File: config.mk
export PLATFORM = sky130hd
export DESIGN_NAME = conv_encoder_framer
export DESIGN_NICKNAME = d
export VERILOG_FILES = /design/src/rtl/conv_encoder_framer.sv
export SDC_FILE = /design/constraint.sdc
export NUM_CORES = 1
export LEC_CHECK = 0
export ABC_CLOCK_PERIOD_IN_PS = 3300
export BUFFER_PORTS_ARGS = -buffer_cell sky130_fd_sc_hd__clkbuf_2
export CAP_MARGIN = 30
export CORE_MARGIN = 8
export CORE_UTILIZATION = 30
export CTS_BUF_LIST = sky130_fd_sc_hd__clkbuf_2 sky130_fd_sc_hd__clkbuf_4 sky130_fd_sc_hd__clkbuf_8
export CTS_CLUSTER_SIZE = 30
export DETAILED_ROUTE_END_ITERATION = 7
export PLACE_DENSITY = 0.51
export SLEW_MARGIN = 20
export SYNTH_ARGS = -nofsm -noshare
export SYNTH_HDL_FRONTEND = slang
export SYNTH_SLANG_ARGS = --single-unit
File: constraint.sdc
create_clock -name clk_sig -period 3.3 [get_ports clk_sig]
set_input_delay 0.66 -clock clk_sig [delete_from_list [all_inputs] [get_ports clk_sig]]
set_output_delay 0.66 -clock clk_sig [all_outputs]
set_load 0.005 [all_outputs]
File: src/rtl/conv_encoder_framer.sv
`default_nettype none
// ============================================================================
// Module   : conv_encoder_framer
// Brief    : Rate-1/2 feed-forward convolutional encoder with SOF/EOF framing
//            and zero-tail trellis termination, paced at one symbol per tick.
// Revision : 1.0 - initial release
// ============================================================================
module conv_encoder_framer #(
    parameter int             K          = 3,
    parameter logic [K-1:0]   G0         = 3'b111,
    parameter logic [K-1:0]   G1         = 3'b101,
    parameter int             SYM_CYCLES = 4
) (
    input  logic       clk_sig,
    input  logic       reset_sig,
    input  logic       in_bit,
    input  logic       in_valid,
    input  logic       in_sof,
    input  logic       in_eof,
    output logic       in_ready,
    output logic [1:0] code_sig,
    output logic       code_valid,
    output logic       frame_done,
    output logic       underrun
);

    localparam int CW = (SYM_CYCLES > 1) ? $clog2(SYM_CYCLES) : 1;
    localparam int TW = $clog2(K);

    localparam logic [CW-1:0] C_SYM_LAST  = CW'(SYM_CYCLES - 1);
    localparam logic [TW-1:0] C_TAIL_LEN  = TW'(K - 1);
    localparam logic [TW-1:0] C_TAIL_LAST = TW'(1);

    localparam logic [1:0] C_IDLE = 2'd0;
    localparam logic [1:0] C_DATA = 2'd1;
    localparam logic [1:0] C_TAIL = 2'd2;

    logic [1:0]    r_state;
    logic [1:0]    w_state_next;
    logic [CW-1:0] r_sym_cnt;
    logic [K-2:0]  r_sr;
    logic [K-2:0]  w_sr_base;
    logic [K-2:0]  w_sr_next;
    logic [TW-1:0] r_tail_cnt;
    logic [TW-1:0] w_tail_next;
    logic [1:0]    r_code;
    logic [1:0]    w_code_next;
    logic          r_code_valid;
    logic          r_underrun;
    logic          w_underrun_next;
    logic          r_frame_done;
    logic          w_frame_done_next;
    logic          w_tick;
    logic          w_encode;
    logic          w_b;
    logic [K-1:0]  w_win;

    assign w_tick = (r_sym_cnt == C_SYM_LAST);

    // State and datapath registers; everything except the symbol counter and
    // the done pulse only moves on a tick.
    always_ff @(posedge clk_sig) begin
        if (!reset_sig) begin
            r_state      <= C_IDLE;
            r_sym_cnt    <= '0;
            r_sr         <= '0;
            r_tail_cnt   <= '0;
            r_code       <= 2'b00;
            r_code_valid <= 1'b0;
            r_underrun   <= 1'b0;
            r_frame_done <= 1'b0;
        end else begin
            r_sym_cnt    <= w_tick ? '0 : r_sym_cnt + 1'b1;
            r_frame_done <= w_frame_done_next;
            if (w_tick) begin
                r_state      <= w_state_next;
                r_sr         <= w_sr_next;
                r_tail_cnt   <= w_tail_next;
                r_code       <= w_code_next;
                r_code_valid <= w_encode;
                r_underrun   <= w_underrun_next;
            end
        end
    end

    always_comb begin
        w_state_next = r_state;
        case (r_state)
            C_IDLE: begin
                if (in_valid && in_sof) begin
                    w_state_next = in_eof ? C_TAIL : C_DATA;
                end
            end
            C_DATA: begin
                if (in_valid && in_eof) begin
                    w_state_next = C_TAIL;
                end
            end
            C_TAIL: begin
                if (r_tail_cnt == C_TAIL_LAST) begin
                    w_state_next = C_IDLE;
                end
            end
            default: w_state_next = C_IDLE;
        endcase
    end

    always_comb begin
        w_encode          = 1'b0;
        w_b               = 1'b0;
        w_sr_base         = r_sr;
        w_tail_next       = r_tail_cnt;
        w_underrun_next   = r_underrun;
        w_frame_done_next = 1'b0;
        case (r_state)
            C_IDLE: begin
                // A new frame always starts from the all-zero trellis state.
                if (in_valid && in_sof) begin
                    w_encode    = 1'b1;
                    w_b         = in_bit;
                    w_sr_base   = '0;
                    w_tail_next = C_TAIL_LEN;
                end
            end
            C_DATA: begin
                if (in_valid) begin
                    w_encode = 1'b1;
                    w_b      = in_bit;
                    if (in_eof) begin
                        w_tail_next = C_TAIL_LEN;
                    end
                end else begin
                    w_underrun_next = 1'b1;
                end
            end
            C_TAIL: begin
                w_encode          = 1'b1;
                w_b               = 1'b0;
                w_tail_next       = r_tail_cnt - 1'b1;
                w_frame_done_next = w_tick && (r_tail_cnt == C_TAIL_LAST);
            end
            default: ;
        endcase
        w_win       = {w_b, w_sr_base};
        w_code_next = w_encode ? {^(w_win & G0), ^(w_win & G1)} : 2'b00;
    end

    generate
        if (K == 2) begin : g_sr_single
            always_comb w_sr_next = w_encode ? w_b : r_sr;
        end else begin : g_sr_multi
            always_comb w_sr_next = w_encode ? {w_b, w_sr_base[K-2:1]} : r_sr;
        end
    endgenerate

    assign in_ready   = w_tick && ((r_state == C_IDLE) || (r_state == C_DATA));
    assign code_sig   = r_code;
    assign code_valid = r_code_valid;
    assign frame_done = r_frame_done;
    assign underrun   = r_underrun;

endmodule
`default_nettype wire
==> results of run 1 <==
## registers in the layout, summed over array words and instances (netlist names)
signal and cells:
underrun 1, r_tail_cnt 2, code_sig 2, r_sym_cnt 2, r_state 2, frame_done 1
code_valid 1, r_sr 2
## cells by family after synthesis
group                    after synthesis
AO/OA/AOI/OAI                         17
multiplexers                           3
adder cells (fa/ha/maj)                2
AND/OR/NAND/NOR                       30
flip-flops                            13
XOR/XNOR                               2
buffers and inverters                  5
## cell usage after synthesis
master and n:
o21a_1 3, a31oi_1 1, or3b_1 1, o22ai_1 3, dfxtp_1 13, o21ai_4 1
nor3b_1 3, nand2_1 7, nand3b_1 2, a21oi_1 2, xnor2_1 2, and3_1 1
and2b_2 1, and4b_1 2, inv_1 2, and4bb_1 1, nor3b_4 1, clkbuf_1 2
a21boi_0 3, nor2b_1 1, nor2_8 1, o21ai_1 1, mux2i_1 3, and2_1 1
o21ai_0 3, nand2b_4 2, ha_1 2, buf_6 1, nor2_1 3, nand3_1 2
and3b_1 1
## where the power goes
part / total [W] / internal (W) / switching, W
registers: 0.000166 / 0.000162 / 0.00000425
clock network: 0.0000977 / 0.0000449 / 0.0000528
logic: 0.0000401 / 0.0000188 / 0.0000213
## path summary, 6_finish.rpt
kind / from / endpoint / slack, ns / cells after the start
setup / recovery: r_sym_cnt[0] / in_ready / 1.21 / 3
setup reg to reg: r_sym_cnt[0] / r_state[0] / 1.86 / 5
hold reg to reg: r_sym_cnt[0] / r_sym_cnt[0] / 0.43 / 1
hold / removal: r_sym_cnt[0] / r_sym_cnt[0] / 0.43 / 1
## per-layer routing
| layer | share of wire (%) | up-vias | GRT usage [%] |
|---|---|---|---|
| li1 | - | 282 | - |
| met1 | 49 | 258 | 8.475 |
| met2 | 44 | 9 | 10.31 |
| met3 | 6.1 | 2 | 4.639 |
| met4 | 0.60 | 0 | 2.452 |
| met5 | 0 | - | 0 |
## stage by stage
step / setup slack [ns] / power [W] / std cells
2_1_floorplan: 1.885 / 0.0001988 / 72
3_3_place_gp: 1.536 / 0.0002097 / 108
3_5_place_dp: 1.511 / 0.0002101 / 108
4_1_cts: 1.194 / 0.0003108 / 112
5_1_grt: 1.081 / 0.0003276 / 112
6_report: 1.208 / 0.0003037 / 112
## cell type report
type	count	area share, %
Timing Repair Buffer	11	6.854
Multi-Input combinational cell	54	52.02
Inverter	2	0.9346
Clock inverter	1	0.6231
Sequential cell	13	32.40
Tap cell	28	4.361
Clock buffer	3	2.804
==> flow_summary.yaml, run 1 <==
timing:
  setup_viol: 0
  fmax_ghz: 0.4780
  worst_pin_slew_ns: 0.4817
  skew_ns: 0.005760
  setup_tns_ns: 0
  fin_crit_ns: 2.092
  hold_violations: 0
  slew_viol_final: 0
  relSlewSlack_pct: 67.88
  whs_ns: 0.4289
  period_share_pct: 63.40
  rsz0062_at_grt: "false"
clock_network:
  ctsHtreeMaxLevel: 1
  root_buffer: "clkbuf_4"
  hold_buffers: 0
  cts_setup_buffers: 0
  cts.sink_count: 13
  cts_resized: 0
  cts_max_path_buffers: 2
  path_clk_slew_ns: 0.08
  cts_tree: "built"
  cts_made_buffers: 3
  clk_latency_ns: 0.27
finish:
  n_antenna_cell: 0
  syn2layout_area_growth_pct: 14.03
  final_nets: 93
  multi_input_area_um2: 417.9
  most-common-layout-cells: "dfxtp_1, clkbuf_2, nand2_1"
  drive_above_1_share_pct: 25.00
  layout_commonest_cell: "dfxtp_1"
  post-route-util_pct: 36.31
  n_fill_cell: 244
  register_area_um2: 260.3
  final_area_um2: 803.3
detailed_routing:
  dr_total_vias: 551
  remaining_drc_errors: 0
  drt-wirelength-per-cell_um: 11.93
  drt.antenna.violating_nets: 0
  avgViaCountPerCell: 4.920
  drt-initial-drc-count: 7
  wirelength_mm: 1.336
  first_pass_iters: 4
floorplan:
  core_mm2: 0.002212
  initial_core_util_pct: 31.84
  rows: 17
  die-area_mm2: 0.004154
  die_x_um: 64.46
  die_h_um: 64.46
  io_pins: 12
yosys:
  syn_nets: 80
  synth_area_um2: 704.4
  synthAdderAreaFrac_pct: 3.552
  synth-xor-area-share_pct: 2.487
  yosysTopAreaCell: "dfxtp_1"
  ys_warn_count: 0
  ys_types: 31
  synth_compound_area_share_pct: 16.52
  seq_area_frac_synth_pct: 36.94
  synth-simple-area-share_pct: 32.50
  synthCells: 72
  syn_area_per_cell_um2: 9.784
  ys_seq_elements: 13
  synth_top_family_by_area: "simple AND/OR/NAND/NOR gates"
  synthTopCellsByArea: "dfxtp_1, mux2i_1, nand2b_4"
  netlist.area_leader.share_pct: 36.94
  synth_mux_area_share_pct: 4.263
global_routing:
  grt_overflow_total: 0
  grt_pass1_vias: 496
  grt_pass1_wl_mm: 2.352
  antenna_found_initial: 0
  grt_max_degree: 17
  grt_util_all_layers_pct: 7.191
flow_run:
  max-cap-violations: 0
power:
  power_density_mw_per_mm2: 378.0
  leakagePower_nw: 0.3180
  ir_worst_vdd_uv: 247.4
setup_path:
  end_kind: "output pin"
  worstPathMaxFanout: 16
  cp_data_arrival_time_ns: 1.43
  start_kind: "flip-flop"
  path_cells: "ha_1 -> and2b_2 -> clkbuf_2"
  max_stage_delay_ns: 0.46
  cp_num_buf_inv: 1
  cp.required_ns: 2.64
  criticalPathCategory: "flip-flop to output pin"
  cp_slowest_cell: "ha_1"
  crit_family: "adder cells"
placed_design:
  globalplace.congestion: 0.7697
  postPlaceCellArea_um2: 775.7
  io_buffers: 11
  dpl.hpwl_mm: 1.004
min_path:
  hold_class: "flip-flop to flip-flop"
outcome:
  outcome: "finished clean"
Power figures use the tool's default switching activity.
==> run 2: changes to the inputs <==
Settings changed: ABC_AREA set to 1, ABC_CLOCK_PERIOD_IN_PS 3300 to 1700, PLACE_DENSITY 0.51 to 0.53.
Clock period 3.3 ns to 1.7 ns, I/O delays scaled along.
==> flow_summary.yaml, run 2 <==
outcome:
  outcome: "finished clean"
yosys:
  seq_area_frac_synth_pct: 39.39
  netlist.area_leader.share_pct: 39.39
  synth_common_cells: "nand2_1, nor2_1, inv_1"
  synth-edff-count: 0
  ys_async_sr_fraction_pct: 0
  synthCells: 96
  ys_warn_count: 0
  ys_types: 19
  yosysTopAreaCell: "dfxtp_1"
  syn_nets: 104
  synthMostInstantiatedCell: "nand2_1"
  syn_area_per_cell_um2: 6.882
  synth_area_um2: 660.6
  synth-main-ff-cell: "dfxtp_1"
  ys_seq_elements: 13
  synthTopCellsByArea: "dfxtp_1, nand2_1, nor2_1"
finish:
  n_antenna_cell: 0
  final_nets: 119
  syn2layout_area_growth_pct: 16.48
  layout_commonest_cell: "nand2_1"
  drive_above_1_share_pct: 21.82
  n_fill_cell: 252
  most-common-layout-cells: "nand2_1, nor2_1, inv_1, dfxtp_1, clkbuf_2"
clock_network:
  cts_max_path_buffers: 2
  cts_setup_buffers: 0
  root_buffer: "clkbuf_4"
  cts_tree: "built"
  cts_made_buffers: 3
  hold_buffers: 0
  path_clk_slew_ns: 0.08
  ctsHtreeMaxLevel: 1
  cts.sink_count: 13
  clk_latency_ns: 0.27
  cts_resized: 0
power:
  pwr-share-clk_pct: 35.3
  ir_worst_vdd_uv: 264.0
  p_switching_w: 0.0001467
  power_w: 0.0005911
  leakagePower_nw: 0.3848
  p_comb_share_pct: 10.4
  power_density_mw_per_mm2: 768.1
  swShare_pct: 24.82
  intPower_w: 0.0004444
  power_frac_seq_pct: 54.3
setup_path:
  end_kind: "output pin"
  worstPathMaxFanout: 5
  crit_path_end: "in_ready"
  startpoint: "r_sym_cnt[0]"
  regToRegSetupSlack_ns: 0.44
  rr_startpoint: "r_state[1]"
  r2r-end: "r_state[1]"
  start_kind: "flip-flop"
  cp_data_arrival_time_ns: 1.21
  cp.required_ns: 1.36
  r2r_cells: 7
  criticalPathCategory: "flip-flop to output pin"
timing:
  fin_crit_ns: 1.553
  setup_tns_ns: 0
  hold_violations: 0
  period_share_pct: 91.38
  finalWorstSetupSlack_ns: 0.1466
  rsz0062_at_grt: "false"
  skew_ns: 0.001024
  relSlewSlack_pct: 77.53
  worst_pin_slew_ns: 0.3366
  slew_viol_final: 0
  fmax_ghz: 0.6437
  setup_viol: 0
detailed_routing:
  avgViaCountPerCell: 4.457
  drt-initial-drc-count: 8
  remaining_drc_errors: 0
  first_pass_iters: 4
  dr_total_vias: 615
  drt-wirelength-per-cell_um: 9.819
  drt.antenna.violating_nets: 0
  wirelength_mm: 1.355
floorplan:
  initial_core_util_pct: 30.75
  core_mm2: 0.002148
  die-area_mm2: 0.003960
  die_x_um: 62.93
  die_h_um: 62.93
  rows: 17
  io_pins: 12
placed_design:
  dpl.hpwl_mm: 1.063
  post-place-ws_ns: 0.4386
  globalplace.congestion: 0.8151
  io_buffers: 11
global_routing:
  grt_pass1_vias: 552
  grt_max_degree: 10
  grt_pass1_wl_mm: 2.394
  antenna_found_initial: 0
  grt_util_all_layers_pct: 7.516
  grt_overflow_total: 0
min_path:
  hold_class: "input port to flip-flop"
  hold_path_startpoint: "reset_sig"
flow_run:
  max-cap-violations: 0
## run 2: cell types whose count changed in the layout (fill, tap and decap cells not counted), moves of 3 or more
| cell | previous run | this run |
|---|---|---|
| nor2_1 | 3 | 16 |
| inv_1 | 2 | 14 |
| nand2_1 | 7 | 19 |
| o21ai_0 | 3 | 7 |
| a21boi_0 | 3 | 0 |
| a21oi_1 | 2 | 5 |
| mux2i_1 | 3 | 0 |
| nand3_2 | 0 | 3 |
| nor3b_1 | 3 | 0 |
| o21a_1 | 3 | 0 |
| o22ai_1 | 3 | 0 |
## run 2: cell type report
| cell class | count | area, um2 | share of cell area [%] |
|---|---|---|---|
| Timing Repair Buffer | 11 | 55.05 | 7.154 |
| Inverter | 16 | 60.06 | 7.805 |
| Tap cell | 28 | 35.03 | 4.553 |
| Multi-Input combinational cell | 66 | 329.1 | 42.76 |
| Sequential cell | 13 | 260.3 | 33.82 |
| Clock buffer | 4 | 30.03 | 3.902 |
## run 2: stage by stage
stage          instances  utilization [%]  hold WS, ns  cell area [um2]
3_3_place_gp         134            34.42       0.4062            739.5
2_1_floorplan         96                -       0.3970            660.6
6_report             138            35.82       0.3392            769.5
5_1_grt              138            35.82       0.3640            769.5
3_5_place_dp         134            34.42       0.4142            739.5
4_1_cts              138            35.82       0.3358            769.5
## run 2: metal layers
layer	track usage, %	share of wire, %	wire [um]
met1	8.478	46	618
met3	3.047	5.4	73
met2	10.88	47	636
met5	0	0	0
met4	5.983	2.0	27
## run 2: power groups by stage
stage | clock network, W | logic (W) | registers [W]
floorplan | 0 | 0.0000453 | 0.000326
global placement | 0 | 0.0000628 | 0.000328
detailed placement | 0 | 0.0000629 | 0.000328
CTS | 0.000223 | 0.0000629 | 0.000321
global route | 0.000233 | 0.0000720 | 0.000323
finish | 0.000208 | 0.0000617 | 0.000321
## run 2: worst min-delay path by stage
| stage | to | slack [ns] | depth (start not counted) |
|---|---|---|---|
| 3_5_place_dp | r_sym_cnt[0] | 0.41 | 1 |
| 5_1_grt | r_tail_cnt[1] | 0.36 | 3 |
| 3_3_place_gp | r_sym_cnt[0] | 0.41 | 1 |
| 2_1_floorplan | r_sym_cnt[0] | 0.40 | 1 |
| 6_report | r_tail_cnt[1] | 0.34 | 3 |
| 4_1_cts | r_tail_cnt[1] | 0.34 | 3 |
## run 2: kinds of logic (layout without fill, tap and decap cells)
family | count (synthesis) | in the layout | share of synthesized area [%]
and+or+nand+nor | 47 | 47 | 32.20
AOI/OAI and AO/OA | 17 | 17 | 13.82
buffers and inverters | 17 | 31 | 10.80
adders and majority gates | 2 | 2 | 3.787
DFF | 13 | 13 | 39.39
## run 2: worst max-delay path, stage by stage (launching register included)
cell and delay [ns]:
dfxtp_1 0.34, ha_1 0.30, inv_1 0.09, nor2_1 0.09
clkbuf_2 0.12
